$ cat config.mk
export PLATFORM = sky130hd
export DESIGN_NAME = n64_poll_engine
export DESIGN_NICKNAME = d
export VERILOG_FILES = /design/src/rtl/n64_poll_engine.sv
export SDC_FILE = /design/constraint.sdc
export NUM_CORES = 1
export LEC_CHECK = 0
export CAP_MARGIN = 20
export CORE_MARGIN = 4
export CORE_UTILIZATION = 40
export CTS_CLUSTER_DIAMETER = 40
export DETAILED_ROUTE_END_ITERATION = 12
export GPL_TIMING_DRIVEN = 0
export HOLD_SLACK_MARGIN = 0.05
export SKIP_CTS_REPAIR_TIMING = 1
export SLEW_MARGIN = 20
export SYNTH_ARGS = -nofsm -noshare
export SYNTH_HDL_FRONTEND = slang
export SYNTH_SLANG_ARGS = --single-unit
$ cat constraint.sdc
create_clock -name clk -period 3.9 [get_ports clk]
set_clock_uncertainty 0.1 [all_clocks]
set_input_delay 0.39 -clock clk [delete_from_list [all_inputs] [get_ports clk]]
set_output_delay 0.39 -clock clk [all_outputs]
set_load 0.005 [all_outputs]
$ cat src/rtl/n64_poll_engine.sv
// N64 controller poll engine: sends a command over the open-drain line, then
// decodes the controller's pulse-width reply into con_data.
module n64_poll_engine #(
    parameter int                  CLK_PER_US = 25,
    parameter int                  CMD_BITS   = 8,
    parameter logic [CMD_BITS-1:0] CMD_WORD   = CMD_BITS'(8'h01),
    parameter int                  RESP_BITS  = 32,
    parameter int                  TIMEOUT_US = 100
) (
    input  logic                 clk,
    input  logic                 reset_n,
    input  logic                 start,
    input  logic                 data_in,
    output logic                 drive_low,
    output logic                 busy,
    output logic                 done,
    output logic                 error,
    output logic [1:0]           err_code,
    output logic [RESP_BITS-1:0] con_data
);
    localparam logic [2:0] S_IDLE      = 3'd0;
    localparam logic [2:0] S_TX_BIT    = 3'd1;
    localparam logic [2:0] S_TX_STOP   = 3'd2;
    localparam logic [2:0] S_RX_WAIT   = 3'd3;
    localparam logic [2:0] S_RX_SAMPLE = 3'd4;
    localparam logic [2:0] S_RX_HIGH   = 3'd5;
    localparam logic [2:0] S_DONE      = 3'd6;
    localparam logic [2:0] S_ERROR     = 3'd7;

    // One shared counter: largest value is either the reply timeout or the
    // stuck-low limit, whichever is bigger.
    localparam int TO_CYC  = TIMEOUT_US * CLK_PER_US;
    localparam int LOW_MAX = 5 * CLK_PER_US;
    localparam int CNT_MAX = (TO_CYC > LOW_MAX) ? TO_CYC : LOW_MAX;
    localparam int CNT_W   = $clog2(CNT_MAX + 1);
    localparam int IDX_MAX = (CMD_BITS > RESP_BITS) ? CMD_BITS : RESP_BITS;
    localparam int IDX_W   = $clog2(IDX_MAX + 1);

    localparam logic [CNT_W-1:0] US_1      = CNT_W'(CLK_PER_US);
    localparam logic [CNT_W-1:0] US_3      = CNT_W'(3 * CLK_PER_US);
    localparam logic [CNT_W-1:0] BIT_END   = CNT_W'(4 * CLK_PER_US - 1);
    localparam logic [CNT_W-1:0] STOP_END  = CNT_W'(3 * CLK_PER_US - 1);
    localparam logic [CNT_W-1:0] SAMPLE_AT = CNT_W'(2 * CLK_PER_US - 1);
    localparam logic [CNT_W-1:0] LOW_LIM   = CNT_W'(LOW_MAX);
    localparam logic [CNT_W-1:0] TO_END    = CNT_W'(TO_CYC - 1);
    localparam logic [IDX_W-1:0] TX_LAST   = IDX_W'(CMD_BITS - 1);
    localparam logic [IDX_W-1:0] RX_LAST   = IDX_W'(RESP_BITS);

    logic [2:0]           state, state_nxt;
    logic [CNT_W-1:0]     cnt, cnt_nxt;
    logic [IDX_W-1:0]     idx, idx_nxt;
    logic [CMD_BITS-1:0]  tx_sr, tx_sr_nxt;
    logic [RESP_BITS-1:0] shadow, shadow_nxt;
    logic [1:0]           err_nxt;
    logic [2:0]           sync;
    logic                 line, fall, drive_nxt;

    assign line  = sync[1];
    assign fall  = sync[2] & ~sync[1];
    assign busy  = (state != S_IDLE) && (state != S_DONE) && (state != S_ERROR);
    assign done  = (state == S_DONE);
    assign error = (state == S_ERROR);

    always_comb begin
        state_nxt  = state;
        cnt_nxt    = cnt;
        idx_nxt    = idx;
        tx_sr_nxt  = tx_sr;
        shadow_nxt = shadow;
        err_nxt    = err_code;
        case (state)
            S_IDLE: if (start) begin
                if (line) begin
                    state_nxt = S_TX_BIT;
                    cnt_nxt   = '0;
                    idx_nxt   = '0;
                    tx_sr_nxt = CMD_WORD;
                    err_nxt   = 2'b00;
                end else begin
                    state_nxt = S_ERROR;
                    err_nxt   = 2'b11;
                end
            end
            S_TX_BIT: if (cnt == BIT_END) begin
                cnt_nxt   = '0;
                tx_sr_nxt = tx_sr << 1;
                if (idx == TX_LAST) state_nxt = S_TX_STOP;
                else                idx_nxt   = idx + 1'b1;
            end else cnt_nxt = cnt + 1'b1;
            S_TX_STOP: if (cnt == STOP_END) begin
                state_nxt = S_RX_WAIT;
                cnt_nxt   = '0;
                idx_nxt   = '0;
            end else cnt_nxt = cnt + 1'b1;
            S_RX_WAIT: if (fall) begin
                state_nxt = S_RX_SAMPLE;
                cnt_nxt   = '0;
            end else if (cnt == TO_END) begin
                state_nxt = S_ERROR;
                err_nxt   = 2'b01;
            end else cnt_nxt = cnt + 1'b1;
            S_RX_SAMPLE: begin
                // cnt keeps running into RX_HIGH so the low-time limit is
                // measured from the falling edge, not from the sample point
                cnt_nxt = cnt + 1'b1;
                if (cnt == SAMPLE_AT) begin
                    shadow_nxt = RESP_BITS'({shadow, line});
                    idx_nxt    = idx + 1'b1;
                    state_nxt  = S_RX_HIGH;
                end
            end
            S_RX_HIGH: if (line) begin
                state_nxt = (idx == RX_LAST) ? S_DONE : S_RX_WAIT;
                cnt_nxt   = '0;
            end else if (cnt == LOW_LIM) begin
                state_nxt = S_ERROR;
                err_nxt   = 2'b10;
            end else cnt_nxt = cnt + 1'b1;
            default: state_nxt = S_IDLE;
        endcase
    end

    // Line drive is registered from the next state so the pad never sees decode glitches.
    always_comb begin
        drive_nxt = 1'b0;
        if (state_nxt == S_TX_BIT)
            drive_nxt = cnt_nxt < (tx_sr_nxt[CMD_BITS-1] ? US_1 : US_3);
        else if (state_nxt == S_TX_STOP)
            drive_nxt = cnt_nxt < US_1;
    end

    always_ff @(posedge clk or negedge reset_n) begin
        if (!reset_n) begin
            state     <= S_IDLE;
            cnt       <= '0;
            idx       <= '0;
            tx_sr     <= '0;
            shadow    <= '0;
            err_code  <= 2'b00;
            con_data  <= '0;
            drive_low <= 1'b0;
            sync      <= 3'b111;
        end else begin
            state     <= state_nxt;
            cnt       <= cnt_nxt;
            idx       <= idx_nxt;
            tx_sr     <= tx_sr_nxt;
            shadow    <= shadow_nxt;
            err_code  <= err_nxt;
            drive_low <= drive_nxt;
            sync      <= {sync[1:0], data_in};
            if (state_nxt == S_DONE) con_data <= shadow;
        end
    end
endmodule

After elaboration in Yosys (flattened, before gate mapping)
Cells that the tools add are included.
- add/subtract/negate cells: 2
- mux-type cells: 42
- $lt $le $gt $ge: 2
- bitwise logic cells: 2
- equality and inequality tests: 29
- reduce and logical (&&, ||, !) cells: 11
- operator list (kind ; count):
    12-bit two-way mux ; 8
    12-bit case mux with 6 select lines ; 1
    12-bit by 7-bit == test with 1-bit output, second input constant ; 3
    6-bit two-way mux ; 6
    3-bit two-way mux ; 11
    8-bit two-way mux ; 3
    6-bit case mux with 4 select lines ; 1
    2-bit inequality test, second input constant ; 10
    3-bit case mux with 6 select lines ; 1
    8-bit case mux with 2 select lines ; 1
    3-bit == test, second input constant ; 5
    12-bit by 1-bit adder with 12-bit output, second input constant ; 1
    12-bit == test, second input constant ; 1
    12-bit by 6-bit == test with 1-bit output, second input constant ; 1
    12-bit by 5-bit < comparator with 1-bit output, second input constant ; 1
    12-bit by 7-bit < comparator with 1-bit output ; 1
    2-bit two-way mux ; 6
    3-bit by 2-bit == test with 1-bit output, second input constant ; 3
    7-bit two-way mux ; 1
    7-bit AND reduction ; 1
    6-bit by 1-bit adder with 6-bit output, second input constant ; 1
    3-bit by 1-bit == test with 1-bit output, second input constant ; 2
    6-bit by 3-bit == test with 1-bit output, second input constant ; 1
    6-bit == test, second input constant ; 1
    other kinds (13) ; 17
- register bits after elaboration: 99
- bits of input ports: 4

Longest topological paths before layout
Gate-level depths: netlist of run 1.
- depth after elaboration: 7
- gate-level depth with buffers: 15

Least setup slack after synthesis of run 1
No wires, ideal clock.
- kind: flip-flop to flip-flop
- start: register cnt[0]
- end: register drive_low
- path slack: 0.798 ns
- period minus slack after synthesis: 3.102 ns
- arrival: 2.936 ns
- setup time: 0.065 ns
- cell stages (with the launch flop): 14
- cells stage by stage: dfrtp_1 clkbuf_1 inv_1 ha_1 nor4bb_1 a31oi_1 a221oi_2 nand2_1 a2bb2oi_1 a211o_1 ha_1 or3_1 a211oi_1 o211a_1
- word-level cells in the longest chain between the ends: 7
- elaborated cells on any way between the ends: 32
- classes of those cells: 1 x add/sub; 2 x order compare; 7 x eq/ne; 22 x mux
- RTL lines (what ; line ; text):
    start, declared ; 50 ; logic [CNT_W-1:0] cnt, cnt_nxt;
    start signal, assigned ; 145 ; cnt <= cnt_nxt;
    12-bit by 1-bit adder with 12-bit output, or another cell as far along ; n/a ;
    12-bit two-way mux (on tied branches) ; 115, 98 ;
    12-bit two-way mux (on tied branches) ; 112, 95 ;
    12-bit case mux with 6 select lines (*) ; 71 ; case (state)
    via cnt_nxt[6] ; 50 ;
    12-bit by 5-bit < comparator with 1-bit output ; 129 ; drive_nxt = cnt_nxt < US_1;
    1-bit two-way mux ; 128 ; else if (state_nxt == S_TX_STOP)
    1-bit two-way mux (*) ; 126 ; if (state_nxt == S_TX_BIT)
    via drive_nxt ; 56 ; logic line, fall, drive_nxt;
    end signal, assigned ; 150 ; drive_low <= drive_nxt;
    end, declared ; 14 ; output logic drive_low,
The timed path passes the listed nets; every way through them passes the cells marked *. The select of a mux whose other input is x is not followed.
A chain may end at the register's enable or synchronous reset.

Worst setup path in the final report of run 1
Same ends and word-level chain as after synthesis.

==> results.md, run 1 <==
- CP Launch Type: register
- Fillcell total: 1035
- H-tree levels: 3
- Final min period: 3.55 ns
- DRT Pass-1 Iters: 4
- Maximum vdd drop: 281 µV
- Inst Count DP: 594
- CTS Root Cell: clkbuf_16
- GRT Max-Usage Layer: met2
- Post-synth EDFFs: 0
- Arr. time, crit path: 3.74 ns
- Critical path class: register to register
- GR met1 Demand/Resource: 0.210
- Power Density: 526 mW/mm²
- Remaining DRCs: 0
- PortBufs: 41
- Fraction of layout cells with a size suffix above 1: 0.221
- Syn avg cell area: 11.4 µm²
- Die span in y: 116 µm
- Multi-input gate area: 0.00207 mm²
- Syn Inst Count: 409
- Synth warn: 0
- Critical-path cell list: clkbuf_1, inv_1, ha_1, nor4bb_2, a31oi_1, a221oi_2, nand2_1, a2bb2oi_1, a211o_1, ha_1, or3_1, a211oi_1, o211a_1
- Non-Filler Instances: 613
- Starting Density: 0.409
- Share of the synthesized area in the top cell type: 0.514
- Die width: 116 µm
- Tot GR Track Use: 0.158
- Met2 Usage GRT: 0.243
- Final setup TNS: 0 ns
- Register Area: 0.00248 mm²
- Detailed Route WL: 9.72 mm
- Ys async rst share: 1.00
- Vias/cell: 5.47
- Endpoints failing setup: 0
- Drt initial violations: 154
- First-pass GRT wire length: 16.7 mm
- R2R setup slack: 0.35 ns
- Status: complete, no violations
- Largest net degree at the start of global routing: 54
- N_diodes: 0
- Die area: 0.0135 mm²
- Commonest non-fill, non-tap cell in the layout: dfrtp_1
- Post-synth top flop: dfrtp_1
- Core area: 0.0114 mm²
- Standard-cell row count: 39
- Final-report max-slew violation count: 0
- Critical path's slowest cell: dfrtp_1
- Clk sinks: 99
- Max Cap Viol: 0
- Hold WC Path Type: register to register
- Detail Route Antenna Nets: 0
- Worst rel slew slack: 0.571
- Synth cell types: 55
- Vias in the first global route: 3442
- Synth area leader: dfrtp_1
- Mapped Area: 0.00467 mm²
- Count of final hold-check violations: 0
- Initial antenna violation count: 0
- Grt total ovfl: 0
- Nature of the critical path endpoint: register
- Skew-Pair Late Insertion Delay: 0.35 ns
- WL per Instance: 15.9 µm
- Crit path top cell by count: ha_1
- Mapped Nets: 420
- Hpwl dp: 6.72 mm
- Grt met3 use: 0.0538
- Layout area overhead: 20.1%
- Area contributors post-synth: dfrtp_1 (51%), mux2_2 (16%), nand2_1 (3.0%)
- Max Clk Rate: 281 MHz
- Register area share after synthesis: 0.531
- Period Utilization, post-route: 0.911
- Critical Path Fanout Max: 9
- WP data required: 4.09 ns
- Nets: 476
- Register bit total from synthesis: 99
- TritonCTS clock tree: built
- CP max stage delay: 0.40 ns
- RSZ-0062 raised after global routing: false
- Total Power: 2.95 mW
- Most frequent cells in the layout: dfrtp_1 (96), mux2_2 (66), clkdlybuf4s50_1 (40)
- # IOs: 42
- Via Count: 3356
- Leakage: 2.63 nW
- CTS Buf Count: 9
- Crit-path leading delay family: compound AO/OA/AOI/OAI gates
- Clock-pin slew on the worst setup and hold paths: 0.07 ns
- Worst slew pin tran: 0.641 ns
- CTS max path bufs: 2
- GP Congestion: 0.901
- Crit path buf inv count: 2
## worst reg2reg max path: cells and delay by family, from the launching register on
| kind | cells | cell delay, ns |
|---|---|---|
| fa+ha+maj | 2 | 0.36 |
| simple gates | 3 | 0.83 |
| compound gates | 6 | 1.47 |
| flops | 1 | 0.40 |
| buf+inv | 2 | 0.35 |
## cells in the mapped netlist, drive strengths merged (2+ instances only)
master and number:
dfrtp 96, mux2 66, nand2 37, nor2 22
o21ai 20, nand3 16, inv 13, a21oi 12
nor3 10, clkbuf 9, and3 8, buf 8
ha 7, a31oi 6, nand2b 6, a22oi 4
nand4 4, nor2b 4, or3 4, a21o 3
a2bb2oi 3, dfstp 3, nand3b 3, nor4bb 3
o211ai 3, o31ai 3, or2 3, or4 3
a211oi 2, and2 2, and4 2, nor4 2
o21a 2, o22ai 2, xnor2 2, xor2 2
## metal layers
metal	part of all wire	vias up
li1	-	1591
met2	0.47	70
met4	0.013	0
met5	0	-
met1	0.47	1683
met3	0.051	12
## report_power, final
group / internal (mW) / switching, mW
clock: 0.475 / 0.395
sequential: 1.12 / 0.0834
combinational: 0.356 / 0.521
total: 1.95 / 1.00
## kinds of logic after synthesis
kind of cell | after synthesis | synth area share
AO/OA/AOI/OAI | 70 | 0.103
XOR/XNOR | 4 | 0.00750
adder cells (fa/ha/maj) | 7 | 0.0188
buffers and inverters | 30 | 0.0268
flip-flops | 99 | 0.531
multiplexers | 67 | 0.161
AND/OR/NAND/NOR | 132 | 0.151
## area by class of cell
class,count,share of cell area
well taps,143,0.0319
clock inverters,4,0.00602
plain buffers,17,0.0136
flip-flops and latches,99,0.442
repair buffers,45,0.0828
inverters,13,0.00870
clock buffers,12,0.0457
multi-input cells,280,0.369
## final timing paths
path	start	cells past startpoint	to
setup / recovery	cnt[0]	13	drive_low
hold / removal	sync[0]	0	sync[1]
setup reg to reg	cnt[0]	13	drive_low
hold reg to reg	sync[0]	0	sync[1]
max in group asynchronous	reset_n	3	sync[2]
min in group asynchronous	reset_n	2	con_data[7]
## through the flow
stage,hold slack [ns],util,setup slack (ns),cell area [µm²]
CTS,-0.126,0.488,0.0872,5580
detailed placement,0.252,0.463,0.113,5290
floorplan,-0.00559,-,0.798,4670
finish,0.259,0.491,0.347,5610
global placement,0.248,0.461,-1.44,5260
global route,0.259,0.491,0.0606,5610
## sequential cells by signal, indices dropped and copies added (netlist names)
name,count
con_data,32
shadow,32
err_code,2
sync,3
tx_sr,8
cnt,12
idx,6
drive_low,1
state,3
Power figures use the tool's default switching activity.
==> run 2, diff against run 1 <==
--- a/config.mk
+++ b/config.mk
@@ -12,6 +12,7 @@
 export DETAILED_ROUTE_END_ITERATION = 12
 export GPL_TIMING_DRIVEN = 0
 export HOLD_SLACK_MARGIN = 0.05
+export RECOVER_POWER = 100
 export SKIP_CTS_REPAIR_TIMING = 1
 export SLEW_MARGIN = 20
 export SYNTH_ARGS = -nofsm -noshare
==> run 2 against run 1 <==
The flow now finishes with violations (max-capacitance violations, max-slew violations). Sequential power barely moved. Count of clock-buffer cells in the layout did not move. Via count rose by 0.33%. Setup slack improved by 0.016 ns. Combinational power fell by 1%. Sequential cell count did not move. Wire length rose by 0.26%. Global-route usage did not move. Largest power group unchanged.
==> results.md, run 2 (synthesized netlist as in run 1, its figures left out) <==
- Leakage: 2.73 nW
- CTS max path bufs: 2
- Violated checks: max-capacitance violations, max-slew violations
- CP Launch Type: register
- Crit-path leading delay family: compound AO/OA/AOI/OAI gates
- CTS Buf Count: 9
- Hold WC Path Type: register to register
- Standard-cell row count: 39
- Remaining DRCs: 0
- Clock-pin slew on the worst setup and hold paths: 0.07 ns
- WP data required: 4.09 ns
- CP max stage delay: 0.40 ns
- Tot GR Track Use: 0.158
- Endpoints failing setup: 0
- Detail Route Antenna Nets: 0
- Layout area overhead: 19.8%
- Final min period: 3.54 ns
- Critical-path cell list: clkbuf_1, inv_1, ha_1, nor4bb_2, a31oi_1, a221oi_2, nand2_1, a2bb2oi_1, a211o_1, ha_1, or3_1, a211oi_1, o211a_1
- Period Utilization, post-route: 0.907
- Status: complete, but fails checks
- Initial antenna violation count: 0
- Skew-Pair Late Insertion Delay: 0.35 ns
- Commonest non-fill, non-tap cell in the layout: dfrtp_1
- N_diodes: 0
- Worst slew pin tran: 2.58 ns
- Critical Path Fanout Max: 9
- Max Cap Viol: 1
- Clk sinks: 99
- Grt total ovfl: 0
- PortBufs: 41
- Largest net degree at the start of global routing: 54
- Vias in the first global route: 3442
- Power Density: 525 mW/mm²
- Hpwl dp: 6.72 mm
- Crit path buf inv count: 2
- Final worst setup slack: 0.363 ns
- DRT Pass-1 Iters: 4
- GP Congestion: 0.901
- TritonCTS clock tree: built
- Detailed Route WL: 9.75 mm
- Critical path class: register to register
- Via Count: 3367
- CTS Root Cell: clkbuf_16
- Crit path top cell by count: ha_1
- Final setup TNS: 0 ns
- RSZ-0062 raised after global routing: false
- Critical path's slowest cell: dfrtp_1
- Count of final hold-check violations: 0
- Fillcell total: 1035
- Fraction of layout cells with a size suffix above 1: 0.209
- Most frequent cells in the layout: dfrtp_1 (96), mux2_2 (66), dlygate4sd3_1 (39)
- WL per Instance: 15.9 µm
- Worst slack, placed: 0.113 ns
- Top Registers: con_data: 32 flops, shadow: 32 flops, cnt: 12 flops
- Starting Density: 0.409
- First-pass GRT wire length: 16.7 mm
- Max Clk Rate: 283 MHz
- Nature of the critical path endpoint: register
- H-tree levels: 3
- Nets: 476
- Die width: 116 µm
- Final-report max-slew violation count: 47
- Die span in y: 116 µm
- Worst rel slew slack: -0.722
- Drt initial violations: 169
- Arr. time, crit path: 3.73 ns
- Maximum vdd drop: 281 µV
- Core area: 0.0114 mm²
- Vias/cell: 5.49
- Die area: 0.0135 mm²
- # IOs: 42
[run 2: cell count changes in the layout (fill, tap and decap cells not counted)]
cell and change:
buf_2 -5, buf_4 -2, buf_6 -1, clkbuf_1 +6
clkbuf_4 +2, clkdlybuf4s50_1 -38, dlygate4sd3_1 +38, o21ai_0 +2
o21ai_1 -2, or2_0 +1, or2_1 -1
[run 2: per-layer routing]
metal / track usage / vias up / share of wire
li1: - / 1587 / -
met1: 0.210 / 1686 / 0.46
met2: 0.243 / 82 / 0.47
met3: 0.0538 / 12 / 0.053
met4: 0.0487 / 0 / 0.013
met5: 0 / - / 0
[run 2: stage by stage]
step	cells	total power, mW	utilization	hold slack (ns)	cell area, µm²
after floorplan	409	1.80	-	-0.00559	4670
after global placement	593	2.04	0.461	0.248	5260
after detailed placement	594	2.07	0.463	0.252	5290
after CTS	610	2.96	0.488	-0.126	5580
after global routing	613	3.15	0.490	0.259	5600
final	613	2.94	0.490	0.259	5600
[run 2: final cells by class]
cell class | count | area, µm² | area share
flip-flops and latches | 99 | 2480 | 0.443
multi-input cells | 280 | 2070 | 0.370
repair buffers | 45 | 457 | 0.0816
clock buffers | 12 | 256 | 0.0458
well taps | 143 | 179 | 0.0320
plain buffers | 17 | 70.1 | 0.0125
inverters | 13 | 48.8 | 0.00872
clock inverters | 4 | 33.8 | 0.00604
[run 2: power breakdown]
group	switching, mW	total (mW)	internal, mW
registers	0.0827	1.20	1.12
logic	0.522	0.865	0.343
clock network	0.395	0.870	0.475
total	0.999	2.94	1.94
[run 2: worst paths after layout]
kind / slack (ns) / cells after the start / from / endpoint
worst max-delay path: 0.36 / 13 / cnt[0] / drive_low
worst min-delay path: 0.26 / 0 / sync[0] / sync[1]
worst max register to register: 0.36 / 13 / cnt[0] / drive_low
worst min register to register: 0.26 / 0 / sync[0] / sync[1]
max in group asynchronous: 0.93 / 2 / reset_n / con_data[28]
min in group asynchronous: 1.29 / 2 / reset_n / con_data[7]
[run 2: worst register-to-register path, stage by stage, from the launching register on]
cell and delay (ns):
dfrtp_1 0.40, clkbuf_1 0.21, inv_1 0.14, ha_1 0.15, nor4bb_2 0.34, a31oi_1 0.16
a221oi_2 0.37, nand2_1 0.12, a2bb2oi_1 0.14, a211o_1 0.33, ha_1 0.21, or3_1 0.37
a211oi_1 0.26, o211a_1 0.20
